`src/rtl/uart_tx_param_if.sv`:
```
// uart_tx_param write-side bundle: producer strobes trmt/tx_data,
// transmitter returns fifo_full, fifo_count and the ovf drop pulse.
interface uart_tx_param_if #(
  parameter int DATA_BITS  = 8,
  parameter int FIFO_DEPTH = 4
);
  localparam int CW = $clog2(FIFO_DEPTH) + 1;

  logic                 trmt;
  logic [DATA_BITS-1:0] tx_data;
  logic                 fifo_full;
  logic [CW-1:0]        fifo_count;
  logic                 ovf;

  modport master (
    output trmt, tx_data,
    input  fifo_full, fifo_count, ovf
  );

  modport slave (
    input  trmt, tx_data,
    output fifo_full, fifo_count, ovf
  );
endinterface

```
`src/rtl/uart_tx_param.sv`:
```
// uart_tx_param: parametrised UART transmitter with TX FIFO, LSB first.
// Ports: clk, rst (sync, high), wr (trmt/tx_data/fifo status), tx, tx_done, busy.
module uart_tx_param #(
  parameter int DATA_BITS  = 8,
  parameter int BAUD_DIV   = 2604,
  parameter int PARITY     = 0,
  parameter int STOP_BITS  = 1,
  parameter int FIFO_DEPTH = 4
) (
  input  logic              clk,
  input  logic              rst,
  uart_tx_param_if.slave    wr,
  output logic              tx,
  output logic              tx_done,
  output logic              busy
);

  localparam int AW   = $clog2(FIFO_DEPTH);
  localparam int CW   = AW + 1;
  localparam int CNTW = $clog2(BAUD_DIV);

  if (DATA_BITS < 5 || DATA_BITS > 9) begin : g_bad_data
    $error("uart_tx_param: DATA_BITS must be 5..9");
  end
  if (BAUD_DIV < 2) begin : g_bad_baud
    $error("uart_tx_param: BAUD_DIV must be >= 2");
  end
  if (PARITY < 0 || PARITY > 2) begin : g_bad_par
    $error("uart_tx_param: PARITY must be 0, 1 or 2");
  end
  if (STOP_BITS < 1 || STOP_BITS > 2) begin : g_bad_stop
    $error("uart_tx_param: STOP_BITS must be 1 or 2");
  end
  if (FIFO_DEPTH < 2 || FIFO_DEPTH > 64 ||
      (FIFO_DEPTH & (FIFO_DEPTH - 1)) != 0) begin : g_bad_fifo
    $error("uart_tx_param: FIFO_DEPTH must be a power of 2 in 2..64");
  end

  typedef enum logic [2:0] {
    IDLE, START, DATA, PAR, STOP
  } state_t;

  state_t state_q, state_d;

  logic [DATA_BITS-1:0] mem [FIFO_DEPTH];
  logic [AW-1:0]        wp_q, rp_q;
  logic [CW-1:0]        cnt_q;
  logic                 full;
  logic                 push, pop;
  logic                 ovf_q;

  logic [CNTW-1:0]      baud_q;
  logic [3:0]           idx_q;
  logic [DATA_BITS-1:0] sh_q;
  logic                 par_q;
  logic                 tx_q, tx_d;
  logic                 bit_end, last_data, last_stop;

  // Full is taken from the registered count, so a pop in the
  // same cycle does not make room for a concurrent write.
  assign full    = (cnt_q == CW'(FIFO_DEPTH));
  assign push    = wr.trmt && !full;

  assign bit_end   = (baud_q == CNTW'(BAUD_DIV - 1));
  assign last_data = (idx_q == 4'(DATA_BITS - 1));
  assign last_stop = (idx_q == 4'(STOP_BITS - 1));

  always_ff @(posedge clk) begin
    if (rst) begin
      wp_q  <= '0;
      rp_q  <= '0;
      cnt_q <= '0;
      ovf_q <= 1'b0;
    end else begin
      if (push) begin
        mem[wp_q] <= wr.tx_data;
        wp_q      <= wp_q + 1'b1;
      end
      if (pop) rp_q <= rp_q + 1'b1;
      cnt_q <= cnt_q + CW'(push) - CW'(pop);
      ovf_q <= wr.trmt && full;
    end
  end

  always_ff @(posedge clk) begin
    if (rst) state_q <= IDLE;
    else     state_q <= state_d;
  end

  always_comb begin
    state_d = state_q;
    pop     = 1'b0;
    unique case (state_q)
      IDLE:
        if (cnt_q != '0) begin
          pop     = 1'b1;
          state_d = START;
        end
      START:
        if (bit_end) state_d = DATA;
      DATA:
        if (bit_end && last_data)
          state_d = (PARITY != 0) ? PAR : STOP;
      PAR:
        if (bit_end) state_d = STOP;
      STOP:
        // Chain straight into the next start bit when work is queued.
        if (bit_end && last_stop) begin
          if (cnt_q != '0) begin
            pop     = 1'b1;
            state_d = START;
          end else begin
            state_d = IDLE;
          end
        end
      default: state_d = IDLE;
    endcase
  end

  always_comb begin
    tx_d = 1'b1;
    unique case (state_q)
      IDLE:    tx_d = 1'b1;
      START:   tx_d = 1'b0;
      DATA:    tx_d = sh_q[0];
      PAR:     tx_d = par_q;
      STOP:    tx_d = 1'b1;
      default: tx_d = 1'b1;
    endcase
  end

  always_ff @(posedge clk) begin
    if (rst) begin
      baud_q <= '0;
      idx_q  <= '0;
      sh_q   <= '0;
      par_q  <= 1'b0;
    end else if (pop) begin
      sh_q   <= mem[rp_q];
      par_q  <= (^mem[rp_q]) ^ (PARITY == 2);
      baud_q <= '0;
      idx_q  <= '0;
    end else if (state_q != IDLE) begin
      if (bit_end) begin
        baud_q <= '0;
        if (state_q == DATA) begin
          sh_q  <= sh_q >> 1;
          idx_q <= last_data ? 4'd0 : idx_q + 4'd1;
        end else if (state_q == STOP) begin
          idx_q <= idx_q + 4'd1;
        end
      end else begin
        baud_q <= baud_q + 1'b1;
      end
    end
  end

  always_ff @(posedge clk) begin
    if (rst) tx_q <= 1'b1;
    else     tx_q <= tx_d;
  end

  assign tx            = tx_q;
  assign busy          = (state_q != IDLE);
  assign tx_done       = (state_q == IDLE) && (cnt_q == '0);
  assign wr.fifo_full  = full;
  assign wr.fifo_count = cnt_q;
  assign wr.ovf        = ovf_q;

endmodule

```
`src/flat_wrapper.sv`:
```
// flat-port wrapper written by rule: the top's interface ports become plain ports
module uart_tx_param_flat 
#(
  parameter int DATA_BITS  = 8,
  parameter int BAUD_DIV   = 2604,
  parameter int PARITY     = 0,
  parameter int STOP_BITS  = 1,
  parameter int FIFO_DEPTH = 4
)
  (clk, rst, tx, tx_done, busy, wr_trmt, wr_tx_data, wr_fifo_full, wr_fifo_count, wr_ovf);
  uart_tx_param_if #(.DATA_BITS(DATA_BITS), .FIFO_DEPTH(FIFO_DEPTH)) wr_i ();
  input  logic clk;
  input  logic rst;
  output logic tx;
  output logic tx_done;
  output logic busy;
  input wire logic [$bits(wr_i.trmt)-1:0] wr_trmt;
  input wire logic [$bits(wr_i.tx_data)-1:0] wr_tx_data;
  output wire logic [$bits(wr_i.fifo_full)-1:0] wr_fifo_full;
  output wire logic [$bits(wr_i.fifo_count)-1:0] wr_fifo_count;
  output wire logic [$bits(wr_i.ovf)-1:0] wr_ovf;
  assign wr_i.trmt = wr_trmt;
  assign wr_i.tx_data = wr_tx_data;
  assign wr_fifo_full = wr_i.fifo_full;
  assign wr_fifo_count = wr_i.fifo_count;
  assign wr_ovf = wr_i.ovf;
  uart_tx_param #(.DATA_BITS(DATA_BITS), .BAUD_DIV(BAUD_DIV), .PARITY(PARITY), .STOP_BITS(STOP_BITS), .FIFO_DEPTH(FIFO_DEPTH)) u_core (.clk(clk), .rst(rst), .wr(wr_i), .tx(tx), .tx_done(tx_done), .busy(busy));
endmodule
```
`config.mk`:
```
export PLATFORM = sky130hd
export DESIGN_NAME = uart_tx_param_flat
export DESIGN_NICKNAME = d
export VERILOG_FILES = /design/src/rtl/uart_tx_param_if.sv /design/src/rtl/uart_tx_param.sv /design/src/flat_wrapper.sv
export SDC_FILE = /design/constraint.sdc
export NUM_CORES = 1
export LEC_CHECK = 0
export ABC_CLOCK_PERIOD_IN_PS = 2800
export BUFFER_PORTS_ARGS = -buffer_cell sky130_fd_sc_hd__buf_4
export CAP_MARGIN = 5
export CORE_UTILIZATION = 53
export CTS_CLUSTER_SIZE = 8
export DETAILED_ROUTE_END_ITERATION = 8
export PLACE_DENSITY = 0.77
export SLEW_MARGIN = 20
export SYNTH_ARGS = -nofsm -noshare
export SYNTH_HDL_FRONTEND = slang
export SYNTH_SLANG_ARGS = --single-unit
```
`constraint.sdc`:
```
create_clock -name clk -period 2.8 [get_ports clk]
set_input_delay 0.28 -clock clk [delete_from_list [all_inputs] [get_ports clk]]
set_output_delay 0.28 -clock clk [all_outputs]
set_load 0.02 [all_outputs]
```
## Word level (Yosys, flattened, before mapping)

Memories as Yosys holds them, arrays and structs flattened. A register that Yosys moved wholly into a read port is not among the register bits.
Index checks and enable logic that the tools add are counted.

- Bits in registers: 37
- Memory bits (writable): 32
- Input bits: 11
- Output and inout bits: 8
- Memories: 1

Memory list:

| memory | depth | bits a word | rd ports | clocked after Yosys merged registers in | wr ports | RTL line | RTL |
|---|---|---|---|---|---|---|---|
| u_core.mem | 4 | 8 | 1 | 1 | 1 | uart_tx_param.sv:45 | `logic [DATA_BITS-1:0] mem [FIFO_DEPTH];` |

- Add/subtract/negate cells: 6
- Equality and inequality tests: 12
- Mux-type cells: 24
- Reductions and logical operators: 20

Operators by type and width:

| kind | number |
|---|---|
| 2-to-1 mux 8 bit | 4 |
| 2-to-1 mux 3 bit | 5 |
| one-hot mux 3 bit (5 select lines) | 1 |
| adder 12 x 1 -> 12 bit (second input constant) | 1 |
| == test 12 bit (second input constant) | 1 |
| 2-to-1 mux 12 bit | 1 |
| 2-to-1 mux 4 bit | 3 |
| != test 2 x 1 -> 1 bit (second input constant) | 5 |
| nonzero test 2 bit | 4 |
| parity 8 bit | 1 |
| == test 3 x 2 -> 1 bit (second input constant) | 2 |
| == test 3 bit (second input constant) | 2 |
| logical NOT 3 bit | 2 |
| 2-to-1 mux 1 bit | 6 |
| AND reduction 3 bit | 2 |
| nonzero test 3 bit | 2 |
| logical AND 1 bit | 5 |
| AND reduction 5 bit | 1 |
| adder 2 x 1 -> 2 bit (second input constant) | 2 |
| adder 4 x 1 -> 4 bit (second input constant) | 1 |
| == test 4 x 3 -> 1 bit (second input constant) | 1 |
| logical NOT 4 bit | 1 |
| 2-to-1 mux 2 bit | 2 |
| adder 3 x 1 -> 3 bit | 1 |
| 6 further kinds | 6 |

## Logic depth before layout (Yosys ltp)

Gate-level depths: netlist of the first run.

- Depth in word-level cells: 6
- Depth in mapped cells: 15

## Worst setup path before layout of the first run

Ideal clock, no wire load.

- Path type: flip-flop to flip-flop
- From: register u_core.idx_q[0]
- To: register u_core.cnt_q[2], in the netlist u_core.wr.fifo_count[2]
- Data arrival time: 2.958 ns
- Required time: 2.672 ns
- Path slack: -0.285 ns
- Stages on the path, launching flop included: 16
- Path buffers: 1
- Clock period less this slack: 3.085 ns
- Cell sequence: dfxtp_1 > inv_1 > ha_1 > or3b_2 > or4_1 > a21o_1 > buf_4 > clkinv_2 > ha_1 > inv_1 > ha_1 > inv_1 > fa_1 > xor2_1 > xnor2_1 > nor2_1

- Word-level cells in the longest chain between the ends: 5

Ends and longest elaborated chain:

| what | RTL line | RTL |
|---|---|---|
| start, declared | uart_tx_param.sv:53 | `logic [3:0] idx_q;` |
| start signal, assigned | uart_tx_param.sv:148 | `idx_q <= last_data ? 4'd0 : idx_q + 4'd1;` |
| start signal, assigned | uart_tx_param.sv:150 | `idx_q <= idx_q + 4'd1;` |
| logical NOT 4 bit | uart_tx_param.sv:66 | `assign last_stop = (idx_q == 4'(STOP_BITS - 1));` |
| logical AND 1 bit | uart_tx_param.sv:108 | `if (bit_end && last_stop) begin` |
| 2-to-1 mux 1 bit | uart_tx_param.sv:108 |  |
| one-hot mux 1 bit (2 select lines) | uart_tx_param.sv:93 | `unique case (state_q)` |
| net u_core.pop | uart_tx_param.sv:49 | `logic push, pop;` |
| subtractor 3 x 1 -> 3 bit | uart_tx_param.sv:80 | `cnt_q <= cnt_q + CW'(push) - CW'(pop);` |
| end signal, assigned | uart_tx_param.sv:80 |  |
| end, declared | uart_tx_param.sv:47 | `logic [CW-1:0] cnt_q;` |

The timed path passes the listed nets, and every way through them passes these cells.
A chain may end at the register's enable or synchronous reset.

## Final worst setup path of the first run

Ends and elaborated chain as after synthesis.

==> impl_metrics.toml, run 1 <==
[cells_and_area]
final_common_cell = "dfxtp_1"
final_nets = 317
seqCellArea_mm2 = 0.00175
post-route-util = 0.644
fill_cells = 429
num_antenna_cells = 0
area_growth_pct = 15.8
fin_area_mm2 = 0.00359
final_cell_mix = "dfxtp_1 (36), nor2_1 (32), edfxtp_1 (32)"
layout-drive-gt1-share = 0.229
multi_input_area_mm2 = 0.00129

[logic_synthesis]
ys.flop_type = "dfxtp_1"
synth_compound_area_frac = 0.0593
yosys_warnings = 0
synth.yosys.seq_area_share = 0.561
synth.mux.area_fraction = 0.0806
synth-simple-area-share = 0.156
synth-edff-count = 32
synth_top_family_by_area = "simple AND/OR/NAND/NOR gates"
synth_fa_ha_area_frac = 0.0427
synth.avg_cell_area_um2 = 11.7
synthesis.area_mm2 = 0.00310
ys_ff_latch = 71
postSynth.asyncResetShare = 0
synth.distinct_cells = 42
syn-num-nets = 287
synthXorXnorAreaFrac = 0.0649
synthCells = 266

[route]
vias_per_cell = 5.39
wl_per_cell_um = 14.3
drc = 0
first_pass_iters = 4
drtIter0Drc = 181
route.antenna.remaining_nets = 0
totalWireLength_um = 5350
via_count = 2009

[timing]
max_freq_ghz = 0.355
rsz0062_at_grt = "yes"
finalSetupViolCount = 1
final-max-slew-violation-count = 0
finalCritPeriodShare = 1.01
hold_viol = 0
finalClockSkew_ns = 0.0123
whs_ns = 0.131
fin_crit_ns = 2.82
finalWorstSetupSlack_ns = -0.0160
worstMarginPinSlew_ns = 0.547
slew_headroom = 0.632

[power]
p_per_area_mw_per_mm2 = 872
p_leak_nw = 1.29
vdd_drop_max_mv = 0.495
p_int_mw = 2.05
switching_power_mw = 1.08
seqPwrFrac = 0.435
swShare = 0.345
p_clk_frac = 0.247
combinationalPowerShare = 0.318

[setup_path]
r2r_setup_slack_ns = -0.02
startpoint_type = "flop"
rr_worst_depth = 14
critPathKind = "reg2reg"
path_max_fanout = 2
rr_endpoint = "u_core.wr.fifo_count[2]$_SDFF_PP0_"
worstPathRequired_ns = 3.03
critical_path.startpoint = "u_core.idx_q[0]$_SDFFE_PP0P_"
crit_arrival_ns = 3.04
r2r_start = "u_core.idx_q[0]$_SDFFE_PP0P_"
worst_setup_path_end_kind = "flop"

[run_status]
outcome = "finished with violations"
violations = "setup timing"

[die]
dieArea_mm2 = 0.00616
core_mm2 = 0.00557
die_w_um = 78.5
rows = 27
start_util = 0.557
ios = 19
fp.dieH_um = 78.5

[place]
placed_cell_area_mm2 = 0.00340
gp_congestion = 0.714
io_buffers = 18
dpl.hpwl_um = 3660

[global_route]
grt_max_degree = 27
grt_use_total = 0.193
grt_pass1_wl_um = 8930
overflow = 0
antenna_found_initial = 0
first_global_vias = 1998

[cts]
root_buffer = "clkbuf_8"
cts_htree_levels = 3
cts_tree = "done"
cts.clk_slew.worst_paths_ns = 0.08
cts_buffers = 9
ctsHoldBuffers = 0
clock_sinks = 71
clockBufferDepth = 2
clock_latency_ns = 0.35

[worst_hold_path]
hold_path.startpoint = "wr_tx_data[6]"
worstHoldPathType = "in2reg"
hold_end = "u_core.mem[0][6]$_DFFE_PP_"
min_path_cells = 1

[job]
maxCapViolCount = 0
[worst max path at each step]
stage | endpoint | slack, ns | depth (start not counted)
after global placement | u_core.wr.fifo_count[2]$_SDFF_PP0_ | -0.005 | 14
final | u_core.wr.fifo_count[2]$_SDFF_PP0_ | -0.02 | 14
after CTS | u_core.wr.fifo_count[2]$_SDFF_PP0_ | -0.03 | 14
after detailed placement | u_core.wr.fifo_count[2]$_SDFF_PP0_ | -0.05 | 14
after global routing | u_core.wr.fifo_count[2]$_SDFF_PP0_ | -0.15 | 14
after floorplan | u_core.wr.fifo_count[2]$_SDFF_PP0_ | -0.11 | 13
[flip-flops by register name, summed over array words and instances, names as in the netlist, named ones only]
name / flops
u_core.state_q: 3
u_core.rp_q: 2
u_core.tx: 1
u_core.baud_q: 12
u_core.wr.fifo_count: 3
u_core.mem: 32
u_core.wp_q: 2
u_core.idx_q: 4
u_core.par_q: 1
u_core.sh_q: 8
u_core.wr.ovf: 1
[critical path, cell delays in order (launching register included)]
cell and delay, ns:
dfxtp_2 0.32, inv_1 0.05, ha_1 0.13, or3b_4 0.36
or4_4 0.50, a21o_1 0.21, clkinv_4 0.06, ha_4 0.18
inv_2 0.06, ha_4 0.12, inv_2 0.03, fa_2 0.32
xor2_1 0.17, xnor2_1 0.13, nor2_1 0.06
[cells by family after synthesis]
family                     count (synthesis)
buffers and inverters                     25
and+or+nand+nor                           93
AOI/OAI and AO/OA                         29
DFF                                       71
muxes                                     15
xor gates and xnor gates                  23
adders and majority gates                 10
[final cells by class]
| type | instances | area share |
|---|---|---|
| inverter | 14 | 0.0160 |
| timing repair buffer | 30 | 0.0627 |
| clock inverter | 7 | 0.0174 |
| sequential | 71 | 0.486 |
| clock buffer | 9 | 0.0345 |
| tap | 72 | 0.0251 |
| multi-input combinational | 170 | 0.358 |
[power groups by stage]
stage               Sequential (mW)  Clock [mW]  Combinational (mW)
floorplan                      1.34           0               0.793
global placement               1.38           0               0.960
detailed placement             1.39           0               0.979
CTS                            1.36       0.792                1.01
global route                   1.38       0.835                1.11
finish                         1.36       0.774               0.994
[cells in the mapped netlist (8+ instances only)]
cell,n,area share
nand3_1,9,0.015
inv_1,13,0.016
mux4_2,8,0.058
xnor2_1,14,0.040
a21oi_1,13,0.021
nand2_1,17,0.021
a211oi_1,8,0.019
nor2_1,32,0.039
dfxtp_1,39,0.25
edfxtp_1,32,0.31
ha_1,9,0.036
xor2_1,9,0.025
[routing by layer]
metal | global-route usage | vias up | routed length [um]
met5 | 0 | - | 0
met4 | 0.119 | 0 | 125
met3 | 0.0488 | 10 | 197
met2 | 0.315 | 40 | 2620
met1 | 0.228 | 957 | 2410
li1 | - | 1002 | -
[metrics by stage]
| stage | instances | worst slack (ns) | setup TNS [ns] | power [mW] |
|---|---|---|---|---|
| finish | 373 | -0.0160 | -0.0160 | 3.13 |
| global route | 373 | -0.148 | -0.148 | 3.33 |
| CTS | 373 | -0.0266 | -0.0266 | 3.16 |
| detailed placement | 356 | -0.0465 | -0.0465 | 2.37 |
| global placement | 356 | -0.00503 | -0.00503 | 2.34 |
| floorplan | 266 | -0.113 | -0.113 | 2.13 |
[repair_timing]
action	4_1_cts	5_1_grt
cloned	0	0
setup buffers	1	0
endpoints found under the setup margin	1	1
pin swaps	4	0
resized for setup	1	0
Note: power is estimated with default switching activity, not from simulation.
==> run 2, diff against run 1 <==
CORE_MARGIN = 8   (was unset)
==> run 2 against run 1 <==
Net effect:
- sequential share of layout area shrank 0.47 points
- global-route usage shrank 5.6 points
- largest power group unchanged
- core utilization shrank 1.6 points
- flip-flop and latch count is the same
- critical endpoint unchanged
- the flow still finishes with violations (setup timing)
==> impl_metrics.toml, run 2 (synthesis gave the netlist of run 1 again) <==
[route]
drc = 0
first_pass_iters = 4
top_layer = "met4"
drtIter0Drc = 138
totalWireLength_um = 5530
wl_met1_um = 2410
vias_per_cell = 5.39
routed-wl-met3_um = 227
route.antenna.remaining_nets = 0
via_count = 2025
wl_met2_um = 2830
wl_per_cell_um = 14.7

[global_route]
grt_max_degree = 27
grt_pass1_wl_um = 9130
first_global_vias = 2002
grt_use_total = 0.137
antenna_found_initial = 0
overflow = 0

[setup_path]
rr_worst_depth = 14
path_max_fanout = 2
rr_endpoint = "u_core.wr.fifo_count[2]$_SDFF_PP0_"
critPathCapture = "u_core.wr.fifo_count[2]$_SDFF_PP0_"
critical_path.startpoint = "u_core.idx_q[0]$_SDFFE_PP0P_"
crit_arrival_ns = 3.06
startpoint_type = "flop"
r2r_setup_slack_ns = -0.03
worst_setup_path_end_kind = "flop"
critPathKind = "reg2reg"
r2r_start = "u_core.idx_q[0]$_SDFFE_PP0P_"
worstPathRequired_ns = 3.03

[job]
maxCapViolCount = 0

[die]
start_util = 0.537
core_mm2 = 0.00578
ios = 19
dieArea_mm2 = 0.00856
die_w_um = 92.5
rows = 28
fp.dieH_um = 92.5

[worst_hold_path]
worstHoldPathType = "in2reg"

[timing]
rsz0062_at_grt = "yes"
whs_ns = 0.136
worstMarginPinSlew_ns = 0.619
final-max-slew-violation-count = 0
max_freq_ghz = 0.354
slew_headroom = 0.584
fin_crit_ns = 2.83
finalClockSkew_ns = 0.00644
finalCritPeriodShare = 1.01
finalSetupViolCount = 1
finalWorstSetupSlack_ns = -0.0257
hold_viol = 0

[cells_and_area]
fin_cells = 376
final_common_cell = "dfxtp_1"
layout-drive-gt1-share = 0.249
num_antenna_cells = 0
largest_register = "u_core.mem"
post-route-util = 0.628
area_growth_pct = 17.1
final_cell_mix = "dfxtp_1 (34), nor2_1 (32), edfxtp_1 (32)"
largest_register_ffs = 32
fill_cells = 431
final_nets = 317
reg_top3 = "u_core.mem (32), u_core.baud_q (12), u_core.sh_q (8)"

[power]
p_total_mw = 3.19
p_leak_nw = 1.30
vdd_drop_max_mv = 0.507
p_per_area_mw_per_mm2 = 877

[place]
gp_congestion = 0.757
dp.cells = 359
io_buffers = 18
dpl.hpwl_um = 3880

[cts]
cts_tree = "done"
cts.clk_slew.worst_paths_ns = 0.08
clockBufferDepth = 2
ctsHoldBuffers = 0
cts_buffers = 9
cts_htree_levels = 3
clock_latency_ns = 0.34
root_buffer = "clkbuf_8"
clock_sinks = 71

[run_status]
violations = "setup timing"
outcome = "finished with violations"
run 2: layout make-up:
type | instances | area, um^2 | share of cell area
flip-flops and latches | 71 | 1750 | 0.481
multi-input cells | 170 | 1310 | 0.360
clock inverters | 7 | 73.8 | 0.0203
well taps | 75 | 93.8 | 0.0258
clock buffers | 9 | 124 | 0.0341
repair buffers | 30 | 225 | 0.0620
inverters | 14 | 60.1 | 0.0165
run 2: repair_timing:
action	CTS	global route
endpoints found under the setup margin	1	1
pin swaps	6	0
setup buffers	1	0
gates resized for setup	7	2
run 2: worst min path at each step:
stage	start	depth (start not counted)	end
after global routing	wr_tx_data[6]	1	u_core.mem[3][6]$_DFFE_PP_
after detailed placement	u_core.baud_q[1]$_SDFFE_PP0P_	2	u_core.baud_q[1]$_SDFFE_PP0P_
final	wr_tx_data[7]	1	u_core.mem[1][7]$_DFFE_PP_
after floorplan	wr_tx_data[0]	0	u_core.mem[0][0]$_DFFE_PP_
after CTS	wr_tx_data[0]	1	u_core.mem[1][0]$_DFFE_PP_
after global placement	u_core.baud_q[1]$_SDFFE_PP0P_	2	u_core.baud_q[1]$_SDFFE_PP0P_
run 2: per-layer routing:
layer,track usage,vias up
li1,-,998
met1,0.146,987
met2,0.240,33
met3,0.0477,7
met4,0.0591,0
met5,0,-
run 2: critical path, cell delays in order, from the launching register on:
cell and delay, ns:
dfxtp_2 0.33, inv_2 0.06, ha_4 0.12, or3b_4 0.35, or4_4 0.50, a21o_1 0.21
clkinv_4 0.06, ha_4 0.20, inv_4 0.05, ha_4 0.12, inv_2 0.03, fa_2 0.34
xor2_2 0.15, xnor2_1 0.13, nor2_1 0.06
run 2: power by group:
group	leakage, nW	internal [mW]	switching (mW)
Clock	0.0992	0.412	0.391
Combinational	0.584	0.494	0.524
Sequential	0.611	1.23	0.132
run 2: stage by stage:
step	setup slack (ns)	TNS [ns]	instance area (um^2)
after CTS	-0.0418	-0.0418	3620
after global routing	-0.135	-0.135	3630
after detailed placement	-0.0578	-0.0578	3400
final	-0.0257	-0.0257	3630
after floorplan	-0.113	-0.113	3150
after global placement	-0.00441	-0.00441	3400
==> run 3, diff against run 2 <==
CORE_UTILIZATION = 54   (was 53)
PLACE_DENSITY = 0.78   (was 0.77)
==> run 3 against run 2 <==
Net effect:
- the run now ends clean
- register-to-register slack gained 0.04 ns
- critical path type unchanged
- flip-flop and latch count is the same
- sequential share of layout area grew 0.38 points
- routed wire length shrank 2.9%
==> impl_metrics.toml, run 3 (synthesis gave the netlist of run 1 again) <==
[global_route]
grt_max_degree = 27
antenna_found_initial = 0
grt_use_total = 0.137
first_global_vias = 1999
grt_pass1_wl_um = 9180
overflow = 0

[cts]
cts_htree_levels = 3
clock_sinks = 71
root_buffer = "clkbuf_8"
cts_tree = "done"
cts_buffers = 9
cts.clk_slew.worst_paths_ns = 0.08
clockBufferDepth = 2
clock_latency_ns = 0.35
ctsHoldBuffers = 0

[timing]
finalClockSkew_ns = 0.00924
whs_ns = 0.128
setup_tns_ns = 0
finalWorstSetupSlack_ns = 0.0130
fin_crit_ns = 2.79
final-max-slew-violation-count = 0
hold_viol = 0
worstMarginPinSlew_ns = 0.603
rsz0062_at_grt = "yes"
max_freq_ghz = 0.359
finalCritPeriodShare = 0.995
finalSetupViolCount = 0
slew_headroom = 0.595

[route]
wl_per_cell_um = 14.4
via_count = 1961
drtIter0Drc = 109
drc = 0
route.antenna.remaining_nets = 0
totalWireLength_um = 5370
vias_per_cell = 5.27
first_pass_iters = 4

[power]
p_clk_frac = 0.264
p_int_mw = 2.12
vdd_drop_max_mv = 0.495
combinationalPowerShare = 0.307
p_per_area_mw_per_mm2 = 878
seqPwrFrac = 0.429
swShare = 0.330
switching_power_mw = 1.04
p_leak_nw = 1.29

[cells_and_area]
final_nets = 316
largest_register_ffs = 32
final_common_cell = "dfxtp_1"
layout-drive-gt1-share = 0.237
area_growth_pct = 16.0
num_antenna_cells = 0
reg_top3 = "u_core.mem (32), u_core.baud_q (12), u_core.sh_q (8)"
largest_register = "u_core.mem"
final_cell_mix = "dfxtp_1 (35), nor2_1 (32), edfxtp_1 (32)"

[place]
dp_slack_ns = -0.0489
io_buffers = 18
dpl.hpwl_um = 3760
gp_congestion = 0.738

[setup_path]
critical_path.startpoint = "u_core.idx_q[0]$_SDFFE_PP0P_"
path_max_fanout = 2
startpoint_type = "flop"
r2r_start = "u_core.idx_q[0]$_SDFFE_PP0P_"
crit_arrival_ns = 3.01
worst_setup_path_end_kind = "flop"
critPathKind = "reg2reg"
worstPathRequired_ns = 3.03

[die]
die_w_um = 91.8
fp.dieH_um = 91.8
start_util = 0.560
dieArea_mm2 = 0.00843
ios = 19
rows = 27
core_mm2 = 0.00554

[run_status]
outcome = "completed"

[worst_hold_path]
worstHoldPathType = "in2reg"
hold_path.startpoint = "wr_tx_data[6]"

[job]
maxCapViolCount = 0
==> run 3: power by group through the flow <==
stage | registers, mW | logic, mW | clock network, mW
finish | 1.36 | 0.970 | 0.835
global route | 1.38 | 1.08 | 0.900
CTS | 1.36 | 0.987 | 0.854
detailed placement | 1.38 | 0.980 | 0
global placement | 1.38 | 0.964 | 0
floorplan | 1.34 | 0.793 | 0
==> run 3: stage by stage <==
stage | cells | utilization | power, mW | instance area [um^2]
2_1_floorplan | 266 | - | 2.13 | 3150
3_3_place_gp | 356 | 0.613 | 2.34 | 3400
3_5_place_dp | 356 | 0.613 | 2.36 | 3400
4_1_cts | 372 | 0.650 | 3.20 | 3600
5_1_grt | 372 | 0.650 | 3.36 | 3600
6_report | 372 | 0.650 | 3.16 | 3600
==> run 3: layout make-up <==
class	count	area (um^2)
Multi-Input combinational cell	170	1290
Clock buffer	9	124
Clock inverter	7	77.6
Fill cell	427	1940
Tap cell	72	90.1
Sequential cell	71	1750
Timing Repair Buffer	29	218
Inverter	14	57.6
==> run 3: path summary, 6_finish.rpt <==
path	to	slack [ns]	depth (start not counted)
hold / removal	u_core.mem[2][6]$_DFFE_PP_	0.13	1
setup / recovery	u_core.wr.fifo_count[2]$_SDFF_PP0_	0.01	14
setup reg to reg	u_core.wr.fifo_count[2]$_SDFF_PP0_	0.01	14
hold reg to reg	u_core.baud_q[1]$_SDFFE_PP0P_	0.48	2
==> run 3: what timing repair did <==
| item | in CTS | in global routing |
|---|---|---|
| setup endpoints to repair | 1 | 1 |
| buffers inserted | 0 | 0 |
| pin swaps | 4 | 0 |
| resized for setup | 2 | 2 |
==> run 3: layer usage <==
metal / global-route usage / up-vias / wire [um]
li1: - / 992 / -
met1: 0.163 / 914 / 2460
met2: 0.217 / 42 / 2580
met3: 0.0383 / 13 / 198
met4: 0.0832 / 0 / 128
met5: 0 / - / 0
==> run 3: critical path, cell delays in order (launching register included) <==
cell	delay (ns)
dfxtp_2	0.33
inv_2	0.04
ha_1	0.12
or3b_4	0.36
or4_4	0.50
a21o_1	0.21
clkinv_4	0.06
ha_4	0.18
inv_2	0.06
ha_4	0.11
inv_2	0.03
fa_2	0.32
xor2_1	0.16
xnor2_1	0.13
nor2_1	0.06
